## src/rtl/running_max_defs.vh

```
`ifndef RUNNING_MAX_DEFS_VH
`define RUNNING_MAX_DEFS_VH
`define RM_STATE_IDLE  2'd0
`define RM_STATE_ACCUM 2'd1
`define RM_STATE_HOLD  2'd2
`endif

```

## src/rtl/running_max_pkg.sv

```systemverilog
// running_max_pkg: shared FSM state type for the running-max block
package running_max_pkg;
`include "running_max_defs.vh"
   typedef enum logic [1:0] {
      IDLE  = `RM_STATE_IDLE,
      ACCUM = `RM_STATE_ACCUM,
      HOLD  = `RM_STATE_HOLD
   } state_t;
endpackage

```

## src/rtl/running_max_gt_compare.sv

```systemverilog
// gt_compare: unsigned strict greater-than, f = a > b
module gt_compare #(
   parameter int WIDTH = 2
) (
   input  logic [WIDTH-1:0] a,
   input  logic [WIDTH-1:0] b,
   output logic             f
);
   assign f = a > b;
endmodule

```

## src/rtl/running_max.sv

```systemverilog
// running_max: per-frame maximum, first-occurrence index and sample count
module running_max
   import running_max_pkg::*;
#(
   parameter int WIDTH = 2,
   parameter int IDXW  = 8
) (
   input  logic             clk,
   input  logic             rst,
   input  logic             in_valid,
   output logic             in_ready,
   input  logic [WIDTH-1:0] in_data,
   input  logic             in_last,
   output logic             out_valid,
   input  logic             out_ready,
   output logic [WIDTH-1:0] out_max,
   output logic [IDXW-1:0]  out_idx,
   output logic [IDXW-1:0]  out_count
);
   state_t           state, state_nx;
   logic [WIDTH-1:0] max_r;
   logic [IDXW-1:0]  idx_r, pos_r, pos_inc;
   logic             gt, acc;
   gt_compare #(.WIDTH(WIDTH)) u_gt (.a(in_data), .b(max_r), .f(gt));
   assign acc       = in_valid && in_ready;
   // pos sticks at all-ones, so idx loaded from it saturates too
   assign pos_inc   = (&pos_r) ? pos_r : pos_r + IDXW'(1);
   assign in_ready  = state != HOLD;
   assign out_valid = state == HOLD;
   assign out_max   = out_valid ? max_r : '0;
   assign out_idx   = out_valid ? idx_r : '0;
   assign out_count = out_valid ? pos_r : '0;
   always_comb begin
      state_nx = state;
      unique case (state)
         IDLE:    state_nx = acc ? (in_last ? HOLD : ACCUM) : IDLE;
         ACCUM:   state_nx = (acc && in_last) ? HOLD : ACCUM;
         HOLD:    state_nx = out_ready ? IDLE : HOLD;
         default: state_nx = IDLE;
      endcase
   end
   always_ff @(posedge clk) begin
      if (rst) begin
         state <= IDLE;
         max_r <= '0;
         idx_r <= '0;
         pos_r <= '0;
      end else begin
         state <= state_nx;
         if (acc && state == IDLE) begin
            max_r <= in_data;
            idx_r <= '0;
            pos_r <= IDXW'(1);
         end else if (acc) begin
            pos_r <= pos_inc;
            if (gt) begin
               max_r <= in_data;
               idx_r <= pos_r;
            end
         end
      end
   end
endmodule

```

## config.mk

```make
export PLATFORM = sky130hd
export DESIGN_NAME = running_max
export DESIGN_NICKNAME = d
export VERILOG_FILES = /design/src/rtl/running_max_pkg.sv /design/src/rtl/running_max_gt_compare.sv /design/src/rtl/running_max.sv
export VERILOG_INCLUDE_DIRS = /design/src /design/src/rtl
export SDC_FILE = /design/constraint.sdc
export NUM_CORES = 1
export LEC_CHECK = 0
export ABC_AREA = 1
export ABC_CLOCK_PERIOD_IN_PS = 1790
export BUFFER_PORTS_ARGS = -buffer_cell sky130_fd_sc_hd__buf_2
export CORE_ASPECT_RATIO = 0.75
export CORE_MARGIN = 5
export CORE_UTILIZATION = 40
export CTS_CLUSTER_DIAMETER = 150
export DETAILED_ROUTE_END_ITERATION = 7
export PLACE_DENSITY = 0.72
export REMOVE_ABC_BUFFERS = 1
export SETUP_SLACK_MARGIN = 0.15
export SYNTH_ARGS = -nofsm -noshare
export SYNTH_HDL_FRONTEND = slang
export SYNTH_HIERARCHICAL = 1
export SYNTH_SLANG_ARGS = --single-unit
```

## constraint.sdc

```tcl
create_clock -name clk -period 1.79 [get_ports clk]
set_clock_uncertainty 0.1 [all_clocks]
set_input_delay 0.179 -clock clk [delete_from_list [all_inputs] [get_ports clk]]
set_output_delay 0.179 -clock clk [all_outputs]
set_load 0.01 [all_outputs]
```

# Word level (Yosys, flattened, before mapping)
# Index checks and enable logic that the tools add are counted.
dict set report word_totals {
  out_inout_bits 20
  reg_bits 20
  input_bits 7
  elab_cells 38
}
dict set report classes {
  n_mux 14
  order_cmp 1
  bitwise 1
  n_eq_ne 4
  n_addsub 1
  reduce_logical 12
}
# op count
set op_table {}
lappend op_table {{$mux 2} 8}
lappend op_table {{$mux 8} 2}
lappend op_table {{$add 8x1->8 const B} 1}
lappend op_table {{$reduce_and 2->1} 4}
lappend op_table {{$reduce_and 8->1} 1}
lappend op_table {{$pmux 2 s3} 1}
lappend op_table {{$reduce_bool 2->1} 2}
lappend op_table {{$logic_and 1x1->1} 3}
lappend op_table {{$mux 1} 3}
lappend op_table {{$eq 2x1->1 const B} 1}
lappend op_table {{$eq 2x2->1 const B} 1}
lappend op_table {{$gt 2x2->1} 1}
lappend op_table {{$logic_not 2->1} 1}
lappend op_table {{$ne 2x1->1 const B} 1}
lappend op_table {{$ne 2x2->1 const B} 1}
lappend op_table {{$reduce_or 2->1} 1}
lappend op_table {{$not 1->1} 1}

# Logic depth before layout (Yosys ltp)
# Gate-level depths: netlist of the first run.
dict set report depth {
  word_depth 5
  ltp_mapped 10
  depth_no_buf 10
}

# Cells and area by module
# The synthesis of the first run kept the hierarchy.
# mod cells_each area_per_inst_um2 seq_area_each_um2 n_inst
set by_module_without_submodules {}
lappend by_module_without_submodules {running_max 157 1056.0 400.4 1}
lappend by_module_without_submodules {gt_compare 10 60.1 0.0 1}

# Worst setup path after synthesis of the first run
# OpenSTA, ideal clock, no wires.
dict set report synth_path {
  path_kind {register to register}
  start {reg max_r[1]}
  end {reg idx_r[6]}
  setup_time_ns 0.116
  required_time_ns 1.574
  path_buffers 1
  arrival_time_ns 1.227
  path_slack_ns 0.347
  synth_period_minus_slack_ns 1.443
  path_stages_with_launch 10
  path_cell_list {dfxtp_1 -> inv_1 -> ha_1 -> nand2_1 -> inv_1 -> a21oi_2 -> nand2_4 -> buf_6 -> o21ai_1 -> a21oi_1}
}
dict set report synth_via {
  elab_chain_len 2
}
# element line
set synth_rtl {}
lappend synth_rtl {{start, declared} running_max.sv:21} ;# logic [WIDTH-1:0] max_r;
lappend synth_rtl {{start signal, assigned} running_max.sv:51} ;# max_r <= in_data;
lappend synth_rtl {{start signal, assigned} running_max.sv:57} ;# max_r <= in_data;
lappend synth_rtl {{$gt 2x2->1} running_max_gt_compare.sv:9} ;# assign f = a > b;
lappend synth_rtl {{net gt} running_max.sv:23} ;# logic gt, acc;
lappend synth_rtl {{$reduce_and 2->1 (no line)} n/a}
lappend synth_rtl {{end signal, assigned} running_max.sv:58} ;# idx_r <= pos_r;
lappend synth_rtl {{end, declared} running_max.sv:22} ;# logic [IDXW-1:0] idx_r, pos_r, pos_inc;
# The timed path passes the listed nets, and every way through them passes these cells.
# A chain may end at the register's enable or synchronous reset.

# Final worst setup path of the first run
# Ends and elaborated chain as after synthesis.

==> impl_summary.txt, run 1 <==
----------------------------------------------------
[Worst setup path]
  Worst Setup SP ... max_r[1]
  Worst Setup Path Type ... register to register
  Required time of the worst setup path ... 1.85 ns
  Critical path capture point type ... register
  Critical-path top delay cell ... sky130_fd_sc_hd__dfxtp_2
  Cell class contributing the biggest share of worst-path delay ... flip-flops
  Element type at the critical path start ... register
  Highest cell delay on the worst timing path ... 0.35 ns
  Critical-path cell list ... inv_1 > ha_4 > nand2_1 > a21oi_4 > nand2_4 > buf_4 > o21ai_1 > a21oi_1
  Start of the worst register-to-register path ... max_r[1]
  Buffer and inverter count on the worst path ... 2
  Largest fanout of any net on the critical path ... 6
  Arrival time at the worst endpoint ... 1.60 ns

[Logic synthesis]
  Compound-cell area share of the yosys netlist ... 14.13%
  Mean instance size in the synthesized netlist ... 6.683 um2
  Largest cells by area after synthesis ... sky130_fd_sc_hd__dfxtp_1, sky130_fd_sc_hd__nor2_1, sky130_fd_sc_hd__inv_1, sky130_fd_sc_hd__nand2_1, sky130_fd_sc_hd__a21oi_1
  Leading area contributor after synthesis ... sky130_fd_sc_hd__dfxtp_1
  Most used standard cells in the synthesized netlist ... sky130_fd_sc_hd__nor2_1, sky130_fd_sc_hd__inv_1, sky130_fd_sc_hd__nand2_1, sky130_fd_sc_hd__dfxtp_1, sky130_fd_sc_hd__a21oi_1
  Synth warnings ... 6
  Fraction of the mapped netlist area in simple logic gates ... 30.83%
  Xor/xnor cell area share of the yosys netlist ... 1.570%
  Post-synthesis instance area ... 0.001116 mm2
  Register area share after synthesis ... 35.87%
  Largest family of logic cells by synthesized area ... simple AND/OR/NAND/NOR gates
  Number of enable flip-flop cells after synthesis ... 0
  FFs w/ async S/R, synth ... 0%
  Area share of fa/ha/maj cells after synthesis ... 3.363%
  Yosys reg bits ... 20
  Mux contribution to synthesized area ... 0%
  Most instantiated library cell after synthesis ... sky130_fd_sc_hd__nor2_1
  Synthesized netlist cell count ... 167
  Number of unique standard cell types used by synthesis ... 25
  Predominant post-synthesis flop cell ... sky130_fd_sc_hd__dfxtp_1
  Area share of the leading cell type in the synthesized netlist ... 35.87%

[CTS]
  Inserted Clock Buffers ... 3
  Root buffer cell ... sky130_fd_sc_hd__clkbuf_8
  Clock latency on the worst-skew pair ... 0.27 ns
  Sinks on Clock Net ... 20
  CTS clk-pin slew, worst paths ... 0.08 ns
  H-tree level count ... 1
  Maximum count of clock buffers along a single path ... 2
  TritonCTS clock tree ... done

[Finish]
  N_diodes ... 0
  Fin util ... 53.55%
  Nets@finish ... 211
  Layout cells sized above 1 ... 28.00%
  Final design area excluding fillers ... 0.001415 mm2
  Layout-stage area growth over the synthesis result ... 26.79%

[Global routing]
  Initial antenna violation count ... 0
  Aggregate global-route resource usage ... 13.01%
  Pin count of the biggest net entering global routing ... 18
  Vias in the first global route ... 886
  First-pass GRT wire length ... 4.091 mm
  Grt ovf ... 0

[Detailed routing]
  Number of design-rule violations left by the first detailed-router iteration ... 38
  Total detailed-routing wirelength ... 2.515 mm
  # DRC ... 0
  Routed WL per cell ... 10.66 um
  Vias after detailed routing ... 1,074
  First-pass iteration count of the detailed router ... 4
  DRT antenna net count ... 0
  Via count normalized by instance count ... 4.551

[Min path]
  Hold path startpoint ... in_last
  Hold Crit Class ... input port to register

[Job]
  Max-cap violation count ... 0

[Floorplanning]
  Area of the core ... 0.002643 mm2
  Initial standard-cell utilization of the core ... 42.23%
  Total die area ... 0.003958 mm2
  Number of I/O pins ... 27
  Vertical extent of the die ... 55.75 um
  Horizontal die dimension ... 71.00 um
  # rows ... 16

[STA]
  Hold Vio Cnt, Final ... 0
  Setup-failing EPs final ... 0
  Worst Tran Pin Value ... 0.3021 ns
  Final worst path period need ... 1.532 ns
  Highest Clock Rate ... 652.6 MHz
  Slew Viols, Final ... 0
  Final worst path period share ... 85.61%
  Summed negative setup slack over all endpoints ... 0 ns
  Worst slew margin ... 79.83%
  Unrepaired setup endpoints after global routing ... no

[Run status]
  Run status ... complete, no violations

[Place]
  DP Wirelength ... 1.860 mm
  RePlAce Congestion ... 0.8382
  Port bufs ... 26
  Area of placed instances ... 0.001274 mm2

[Power and ir drop]
  Max IR drop VDD ... 0.0005950 V
  Power density cells ... 811.6 mW/mm2
  Cell leakage power ... 0.6221 nW

----------------------------------------------------
-- placed cells by master, fill, tap and decap left out --
cell type                       Yosys  final
sky130_fd_sc_hd__bufinv_16          0      1
sky130_fd_sc_hd__nor2_2             1      1
sky130_fd_sc_hd__inv_2              2      2
sky130_fd_sc_hd__nand2_4            2      2
sky130_fd_sc_hd__nor2_4             1      1
sky130_fd_sc_hd__or2_2              1      1
sky130_fd_sc_hd__dfxtp_1           20     19
sky130_fd_sc_hd__xor2_1             2      2
sky130_fd_sc_hd__buf_6              2      1
sky130_fd_sc_hd__dlygate4sd3_1      0      1
sky130_fd_sc_hd__o211ai_1           1      1
sky130_fd_sc_hd__buf_4              1      5
sky130_fd_sc_hd__clkinvlp_4         0      1
sky130_fd_sc_hd__clkbuf_8           0      3
sky130_fd_sc_hd__o21ai_0           10     10
sky130_fd_sc_hd__nand2_1           23     22
sky130_fd_sc_hd__buf_2              2     26
sky130_fd_sc_hd__a21oi_1           14     14
sky130_fd_sc_hd__nor2_1            35     35
sky130_fd_sc_hd__ha_1               3      2
sky130_fd_sc_hd__a211oi_1           1      1
sky130_fd_sc_hd__dfxtp_2            0      1
sky130_fd_sc_hd__inv_4              1      1
sky130_fd_sc_hd__nand3_1            9      9
sky130_fd_sc_hd__nand2_2            4      6
sky130_fd_sc_hd__a21oi_4            0      1
sky130_fd_sc_hd__ha_4               0      1
sky130_fd_sc_hd__o21ai_2            1      1
sky130_fd_sc_hd__inv_1             28     27
sky130_fd_sc_hd__nand3_2            1      1
sky130_fd_sc_hd__o21ai_1            1      1
-- layer usage --
metal | GRT usage [%] | wire [um] | part of all wire, % | vias to the layer above
met5 | 0 | 0 | 0 | -
met4 | 4.021 | 35 | 1.4 | 0
met3 | 4.693 | 135 | 5.4 | 4
met2 | 18.76 | 1002 | 40 | 24
met1 | 17.93 | 1340 | 53 | 468
li1 | - | - | - | 578
-- worst register-to-register path, delay by kind of cell, from the launching register on --
family / cells / cell delay [ns]
flip-flops: 1 / 0.35
buffers and inverters: 2 / 0.23
adder cells (fa/ha/maj): 1 / 0.26
AO/OA/AOI/OAI: 3 / 0.33
AND/OR/NAND/NOR: 2 / 0.17
-- kinds of logic after synthesis --
logic type	after synthesis
and+or+nand+nor	77
adders and majority gates	3
xor gates and xnor gates	2
DFF	20
AOI/OAI and AO/OA	29
buffers and inverters	36
-- metrics by stage --
step,total power [mW],hold WS [ns],std cells,setup slack (ns)
after floorplan,0.6147,0.1481,162,0.3337
after global placement,0.6614,0.2801,227,0.2657
after detailed placement,0.6669,0.2813,227,0.1879
after CTS,1.124,0.01127,232,0.1709
after global routing,1.210,0.01559,236,0.1462
final,1.149,0.01378,236,0.2576
-- worst paths after layout --
check / to / slack [ns] / depth (start not counted)
setup / recovery: idx_r[6] / 0.26 / 8
hold / removal: state[0] / 0.01 / 2
setup reg to reg: idx_r[6] / 0.26 / 8
hold reg to reg: idx_r[3] / 0.36 / 2
-- flip-flops by register name (all words and copies together) (netlist names) --
signal and count:
idx_r 8, pos_r 8, max_r 2, state 2
-- repair_timing --
action                                  4_1_cts  5_1_grt
endpoints found under the setup margin        0       17
buffers inserted                              0        3
resized for setup                             0        6
hold endpoints to repair                      1        0
hold buffers                                  1        0
-- power breakdown --
group	switching [mW]	internal, mW	total [mW]
combinational	0.125	0.0816	0.206
clock	0.157	0.299	0.456
sequential	0.0130	0.473	0.486
-- cell type report --
cell class / instances / area [um2]
fill: 282 / 1227
multi-input combinational: 112 / 585.6
sequential: 20 / 401.6
timing repair buffer: 33 / 188.9
inverter: 31 / 122.6
tap: 36 / 45.04
clock buffer: 3 / 41.29
clock inverter: 1 / 30.03
No activity file was read; power rests on OpenSTA's default activity.
==> run 2: changes to the inputs <==
--- a/config.mk
+++ b/config.mk
@@ -6,7 +6,6 @@
 export SDC_FILE = /design/constraint.sdc
 export NUM_CORES = 1
 export LEC_CHECK = 0
-export ABC_AREA = 1
 export ABC_CLOCK_PERIOD_IN_PS = 1790
 export BUFFER_PORTS_ARGS = -buffer_cell sky130_fd_sc_hd__buf_2
 export CORE_ASPECT_RATIO = 0.75
==> impl_summary.txt, run 2 <==
----------------------------------------------------
[STA]
  Summed negative setup slack over all endpoints ... 0 ns
  Unrepaired setup endpoints after global routing ... yes
  Slack of the critical path ... 0.04591 ns
  Hold Vio Cnt, Final ... 0
  Slew Viols, Final ... 0
  Highest Clock Rate ... 573.4 MHz
  Setup-failing EPs final ... 0
  Worst Tran Pin Value ... 0.3841 ns
  Final worst path period share ... 97.44%
  Worst slew margin ... 74.28%
  Final worst path period need ... 1.744 ns

[Floorplanning]
  Vertical extent of the die ... 55.05 um
  Horizontal die dimension ... 70.07 um
  Number of I/O pins ... 27
  # rows ... 16
  Area of the core ... 0.002603 mm2
  Total die area ... 0.003857 mm2
  Initial standard-cell utilization of the core ... 41.59%

[CTS]
  Root buffer cell ... sky130_fd_sc_hd__clkbuf_4
  CTS clk-pin slew, worst paths ... 0.12 ns
  Inserted Clock Buffers ... 3
  H-tree level count ... 1
  Maximum count of clock buffers along a single path ... 2
  Sinks on Clock Net ... 20
  TritonCTS clock tree ... done
  Clock latency on the worst-skew pair ... 0.31 ns

[Place]
  Port bufs ... 26
  RePlAce Congestion ... 0.8239
  DP Worst Slack ... -0.08709 ns
  DP Wirelength ... 1.801 mm

[Power and ir drop]
  Power density cells ... 697.9 mW/mm2
  Share of total power in sequential cells ... 46.6%
  Switching power ... 0.2441 mW
  Proportion of power drawn by the clock network ... 36.8%
  Final Power ... 1.015 mW
  Max IR drop VDD ... 0.0003934 V
  Fraction of power spent switching nets ... 24.06%
  Proportion of power drawn by combinational gates ... 16.6%
  Internal power contribution ... 0.7706 mW
  Cell leakage power ... 0.6584 nW

[Detailed routing]
  DRT antenna net count ... 0
  Via count normalized by instance count ... 5.172
  Vias after detailed routing ... 993
  # DRC ... 0
  First-pass iteration count of the detailed router ... 4
  Total detailed-routing wirelength ... 2.631 mm
  Number of design-rule violations left by the first detailed-router iteration ... 51
  Routed WL per cell ... 13.70 um

[Logic synthesis]
  FFs w/ async S/R, synth ... 0%
  Largest cells by area after synthesis ... sky130_fd_sc_hd__dfxtp_1, sky130_fd_sc_hd__and2_1, sky130_fd_sc_hd__mux2i_1, sky130_fd_sc_hd__nor2_1, sky130_fd_sc_hd__ha_1
  Most instantiated library cell after synthesis ... sky130_fd_sc_hd__dfxtp_1
  Predominant post-synthesis flop cell ... sky130_fd_sc_hd__dfxtp_1
  Post-synthesis instance area ... 0.001082 mm2
  Register area share after synthesis ... 36.99%
  Leading area contributor after synthesis ... sky130_fd_sc_hd__dfxtp_1
  Number of enable flip-flop cells after synthesis ... 0
  Synth warnings ... 6
  Yosys reg bits ... 20
  Number of unique standard cell types used by synthesis ... 39
  Most used standard cells in the synthesized netlist ... sky130_fd_sc_hd__dfxtp_1, sky130_fd_sc_hd__and2_1, sky130_fd_sc_hd__nor2_1, sky130_fd_sc_hd__mux2i_1, sky130_fd_sc_hd__nand2_1
  Synthesized netlist cell count ... 121
  Area share of the leading cell type in the synthesized netlist ... 36.99%
  Mean instance size in the synthesized netlist ... 8.945 um2

[Finish]
  Filler cell count ... 243
  Most frequent cells in the layout ... sky130_fd_sc_hd__buf_2, sky130_fd_sc_hd__and2_1, sky130_fd_sc_hd__nor2_1, sky130_fd_sc_hd__dfxtp_1, sky130_fd_sc_hd__mux2i_1
  Commonest non-fill, non-tap cell in the layout ... sky130_fd_sc_hd__buf_2
  Sequential cell area ... 415.4 um2
  Layout-stage area growth over the synthesis result ... 34.33%
  N_diodes ... 0
  Nets@finish ... 167
  Layout cells sized above 1 ... 42.31%
  Largest registers ... idx_r x8, pos_r x8
  Multi-input gate area ... 688.2 um2

[Global routing]
  Vias in the first global route ... 939
  First-pass GRT wire length ... 4.347 mm
  Grt ovf ... 0
  Aggregate global-route resource usage ... 14.30%
  Pin count of the biggest net entering global routing ... 20
  Initial antenna violation count ... 0

[Worst setup path]
  Element type at the critical path start ... register
  Required time of the worst setup path ... 1.91 ns
  Worst Setup Path Type ... register to register
  Largest fanout of any net on the critical path ... 2
  Arrival time at the worst endpoint ... 1.86 ns
  Critical path capture point type ... register

[Min path]
  Hold Crit Class ... input port to register

[Run status]
  Run status ... complete, no violations

[Job]
  Max-cap violation count ... 0

----------------------------------------------------
==> run 2: cell count changes in the layout (fill, tap and decap cells not counted), moves of 3 or more <==
cell / delta
sky130_fd_sc_hd__nand2_2: -6
sky130_fd_sc_hd__mux2i_1: +11
sky130_fd_sc_hd__nor2_1: -18
sky130_fd_sc_hd__o21ai_0: -8
sky130_fd_sc_hd__dfxtp_1: -7
sky130_fd_sc_hd__nand2_1: -16
sky130_fd_sc_hd__a21oi_1: -10
sky130_fd_sc_hd__dfxtp_2: +5
sky130_fd_sc_hd__inv_1: -26
sky130_fd_sc_hd__nand3_1: -6
sky130_fd_sc_hd__and2_1: +18
sky130_fd_sc_hd__clkbuf_4: +3
sky130_fd_sc_hd__clkbuf_8: -3
==> run 2: worst max-delay path, cell delays in order (launching register included) <==
cell	delay [ns]
sky130_fd_sc_hd__dfxtp_2	0.36
sky130_fd_sc_hd__inv_2	0.04
sky130_fd_sc_hd__ha_4	0.25
sky130_fd_sc_hd__nor2b_4	0.13
sky130_fd_sc_hd__a2bb2oi_2	0.18
sky130_fd_sc_hd__and2_4	0.17
sky130_fd_sc_hd__o21ai_2	0.05
sky130_fd_sc_hd__buf_4	0.15
sky130_fd_sc_hd__mux2i_1	0.13
sky130_fd_sc_hd__nor2_1	0.07
==> run 2: metrics by stage <==
stage / area (um2) / utilization [%] / instances / hold WS [ns]
after floorplan: 1049 / - / 115 / 0.1481
after global placement: 1261 / 48.46 / 182 / 0.3020
after detailed placement: 1261 / 48.46 / 182 / 0.3070
after CTS: 1411 / 54.23 / 192 / 0.01458
after global routing: 1454 / 55.87 / 192 / 0.05039
final: 1454 / 55.87 / 192 / 0.03520
==> run 2: layout make-up <==
| type | instances | share of cell area [%] |
|---|---|---|
| tap | 36 | 3.098 |
| sequential | 20 | 28.57 |
| multi-input combinational | 92 | 47.33 |
| clock inverter | 1 | 2.065 |
| clock buffer | 3 | 1.549 |
| inverter | 3 | 1.635 |
| timing repair buffer | 37 | 15.75 |
==> run 2: final timing paths <==
path              depth (start not counted)  slack, ns  endpoint       from
hold / removal                            3       0.04  state[1]  out_ready
setup reg to reg                          9       0.05  max_r[1]   max_r[1]
setup / recovery                          9       0.05  max_r[1]   max_r[1]
hold reg to reg                           2       0.40  idx_r[4]   idx_r[4]
==> run 2: power groups by stage <==
stage               Combinational [mW]  Sequential [mW]  Clock [mW]
finish                           0.169            0.472       0.374
global route                     0.185            0.475       0.402
CTS                              0.161            0.471       0.386
global placement                 0.122            0.479           0
floorplan                       0.0799            0.476           0
detailed placement               0.128            0.480           0
==> run 2: cells by family (layout without fill, tap and decap cells) <==
group                    Yosys count  count (layout)  synth area share (%)
buffers and inverters              9              44                 5.318
adder cells (fa/ha/maj)            3               3                 3.469
AO/OA/AOI/OAI                     20              20                 12.83
XOR/XNOR                           1               1                0.8094
AND/OR/NAND/NOR                   57              57                 30.41
multiplexers                      11              11                 10.17
flip-flops                        20              20                 36.99
==> run 2: what timing repair did <==
action | in CTS | in global routing
gates resized for setup | 16 | 12
pin swaps | 4 | 6
setup endpoints to repair | 32 | 15
cloned | 0 | 0
setup buffers | 4 | 0
endpoints found under the hold margin | 4 | 0
hold buffers | 2 | 0
==> run 2: routing by layer <==
layer	vias to the layer above	global-route usage [%]	part of all wire [%]
met2	26	26.18	50
met4	0	5.096	2.7
met3	8	5.054	6.1
met5	-	0	0
li1	497	-	-
met1	462	15.87	41
==> run 3: changes to the inputs <==
==> constraint.sdc (replaced) <==
create_clock -name clk -period 1.79 [get_ports clk]
set_clock_uncertainty 0.1 [all_clocks]
set_input_delay 0.0895 -clock clk [delete_from_list [all_inputs] [get_ports clk]]
set_output_delay 0.0895 -clock clk [all_outputs]
set_load 0.01 [all_outputs]
==> impl_summary.txt, run 3 (synthesis gave the netlist of run 2 again) <==
----------------------------------------------------
[Run status]
  Run status ... complete, but fails checks
  Violated checks ... hold timing

[Finish]
  Layout cells sized above 1 ... 41.61%
  N_diodes ... 0
  Layout-stage area growth over the synthesis result ... 39.88%
  Filler cell count ... 225
  Nets@finish ... 172
  Most frequent cells in the layout ... sky130_fd_sc_hd__buf_2, sky130_fd_sc_hd__and2_1, sky130_fd_sc_hd__nor2_1, sky130_fd_sc_hd__dfxtp_1, sky130_fd_sc_hd__mux2i_1
  Multi-input gate area ... 675.6 um2
  Fin util ... 58.17%
  Sequential cell area ... 419.2 um2
  Commonest non-fill, non-tap cell in the layout ... sky130_fd_sc_hd__buf_2
  Largest registers ... idx_r x8, pos_r x8

[Floorplanning]
  Horizontal die dimension ... 70.07 um
  Initial standard-cell utilization of the core ... 41.59%
  Vertical extent of the die ... 55.05 um
  Number of I/O pins ... 27
  Total die area ... 0.003857 mm2
  Area of the core ... 0.002603 mm2
  # rows ... 16

[CTS]
  Inserted Clock Buffers ... 3
  TritonCTS clock tree ... done
  CTS clk-pin slew, worst paths ... 0.11 ns
  H-tree level count ... 1
  Sinks on Clock Net ... 20
  Root buffer cell ... sky130_fd_sc_hd__clkbuf_4
  Clock latency on the worst-skew pair ... 0.31 ns
  Maximum count of clock buffers along a single path ... 2

[Detailed routing]
  Total routed wire length on the met1 layer ... 1.246 mm
  First-pass iteration count of the detailed router ... 4
  Number of design-rule violations left by the first detailed-router iteration ... 63
  Detailed route wirelength on metal2 ... 1.374 mm
  Top Metal Used ... met4
  # DRC ... 0
  Via count normalized by instance count ... 5.213
  Wire length on met3 ... 135 um
  DRT antenna net count ... 0
  Vias after detailed routing ... 1,027
  Routed WL per cell ... 14.29 um
  Total detailed-routing wirelength ... 2.816 mm

[STA]
  Final worst path period share ... 95.46%
  Hold Vio Cnt, Final ... 1
  Final worst path period need ... 1.709 ns
  Worst Tran Pin Value ... 0.3408 ns
  Unrepaired setup endpoints after global routing ... yes
  Worst slew margin ... 76.69%
  Highest Clock Rate ... 585.2 MHz
  Slew Viols, Final ... 0
  Setup-failing EPs final ... 0
  Hold Worst Slack ... -0.03208 ns
  Summed negative setup slack over all endpoints ... 0 ns

[Place]
  RePlAce Congestion ... 0.7752
  DP Wirelength ... 1.726 mm
  Port bufs ... 26

[Power and ir drop]
  Max IR drop VDD ... 0.0002444 V
  Final Power ... 0.9298 mW
  Power density cells ... 614.1 mW/mm2
  Cell leakage power ... 0.6837 nW

[Worst setup path]
  Reg2reg end ... idx_r[2]
  Critical-path top delay cell ... sky130_fd_sc_hd__dfxtp_2
  Start of the worst register-to-register path ... max_r[1]
  Critical path capture point type ... register
  R2r worst-path depth ... 8
  Required time of the worst setup path ... 1.88 ns
  Cell class contributing the biggest share of worst-path delay ... flip-flops
  Buffer and inverter count on the worst path ... 2
  Largest fanout of any net on the critical path ... 5
  Critical-path cell list ... inv_2 > ha_4 > nor2b_4 > a2bb2oi_2 > nand3_2 > buf_6 > mux2i_2 > nor2_1
  Highest cell delay on the worst timing path ... 0.35 ns
  Element type at the critical path start ... register
  Arrival time at the worst endpoint ... 1.80 ns
  Worst Setup Path Type ... register to register
  Flop2flop setup slack ... 0.08 ns

[Global routing]
  Grt ovf ... 0
  Aggregate global-route resource usage ... 13.44%
  Pin count of the biggest net entering global routing ... 20
  Vias in the first global route ... 898
  First-pass GRT wire length ... 4.057 mm
  Initial antenna violation count ... 0

[Min path]
  Hold path startpoint ... in_data[1]
  Hold depth ... 3
  Hold Crit Class ... input port to register
  Terminating pin of the worst hold path ... max_r[1]

[Job]
  Max-cap violation count ... 0

----------------------------------------------------
run 3: changes by cell type in the layout (fill, tap and decap cells not counted), moves of 2 or more:
| cell | delta |
|---|---|
| sky130_fd_sc_hd__dlygate4sd3_1 | +2 |
| sky130_fd_sc_hd__dfxtp_2 | -3 |
| sky130_fd_sc_hd__dfxtp_4 | +2 |
| sky130_fd_sc_hd__clkbuf_16 | +2 |
run 3: report_power, final:
| group | leakage (nW) | total (mW) | switching (mW) | internal (mW) |
|---|---|---|---|---|
| sequential | 0.166 | 0.469 | 0.0140 | 0.455 |
| combinational | 0.496 | 0.194 | 0.0887 | 0.106 |
| clock | 0.0210 | 0.266 | 0.142 | 0.124 |
| total | 0.684 | 0.930 | 0.245 | 0.685 |
run 3: final cells by class:
cell class,instances,area share [%]
Sequential cell,20,27.69
Timing Repair Buffer,42,20.74
Inverter,3,1.570
Tap cell,36,2.975
Multi-Input combinational cell,92,44.63
Clock buffer,4,2.397
run 3: worst max path at each step:
stage	from	end	slack, ns	depth (start not counted)
floorplan	max_r[1]	max_r[0]	-0.02	8
global placement	max_r[1]	max_r[1]	0.008	9
detailed placement	max_r[1]	max_r[0]	-0.1	9
CTS	max_r[1]	max_r[1]	0.08	9
global route	max_r[1]	idx_r[2]	0.01	8
finish	max_r[1]	idx_r[2]	0.08	8
run 3: through the flow:
stage	cell area [um2]	setup WS, ns	instances
floorplan	1049	-0.02006	115
global placement	1254	0.007644	181
detailed placement	1254	-0.09849	181
CTS	1366	0.08152	188
global route	1514	0.009709	197
finish	1514	0.08124	197
run 3: worst min-delay path: cells and delay by family:
kind          cells  cell delay (ns)
buf+inv           1             0.11
simple gates      1             0.08
mux               1             0.07
run 3: layer usage:
layer,vias to the layer above,track usage [%]
li1,505,-
met1,488,15.61
met2,30,24.61
met3,4,1.986
met4,0,7.643
met5,-,0
run 3: what timing repair did:
item                       4_1_cts  5_1_grt
pin swaps                        5       10
setup endpoints to repair       31       31
cloned                           0        2
hold endpoints to repair         5        5
resized for setup               17       11
setup buffers                    2        4
hold buffers                     1        3
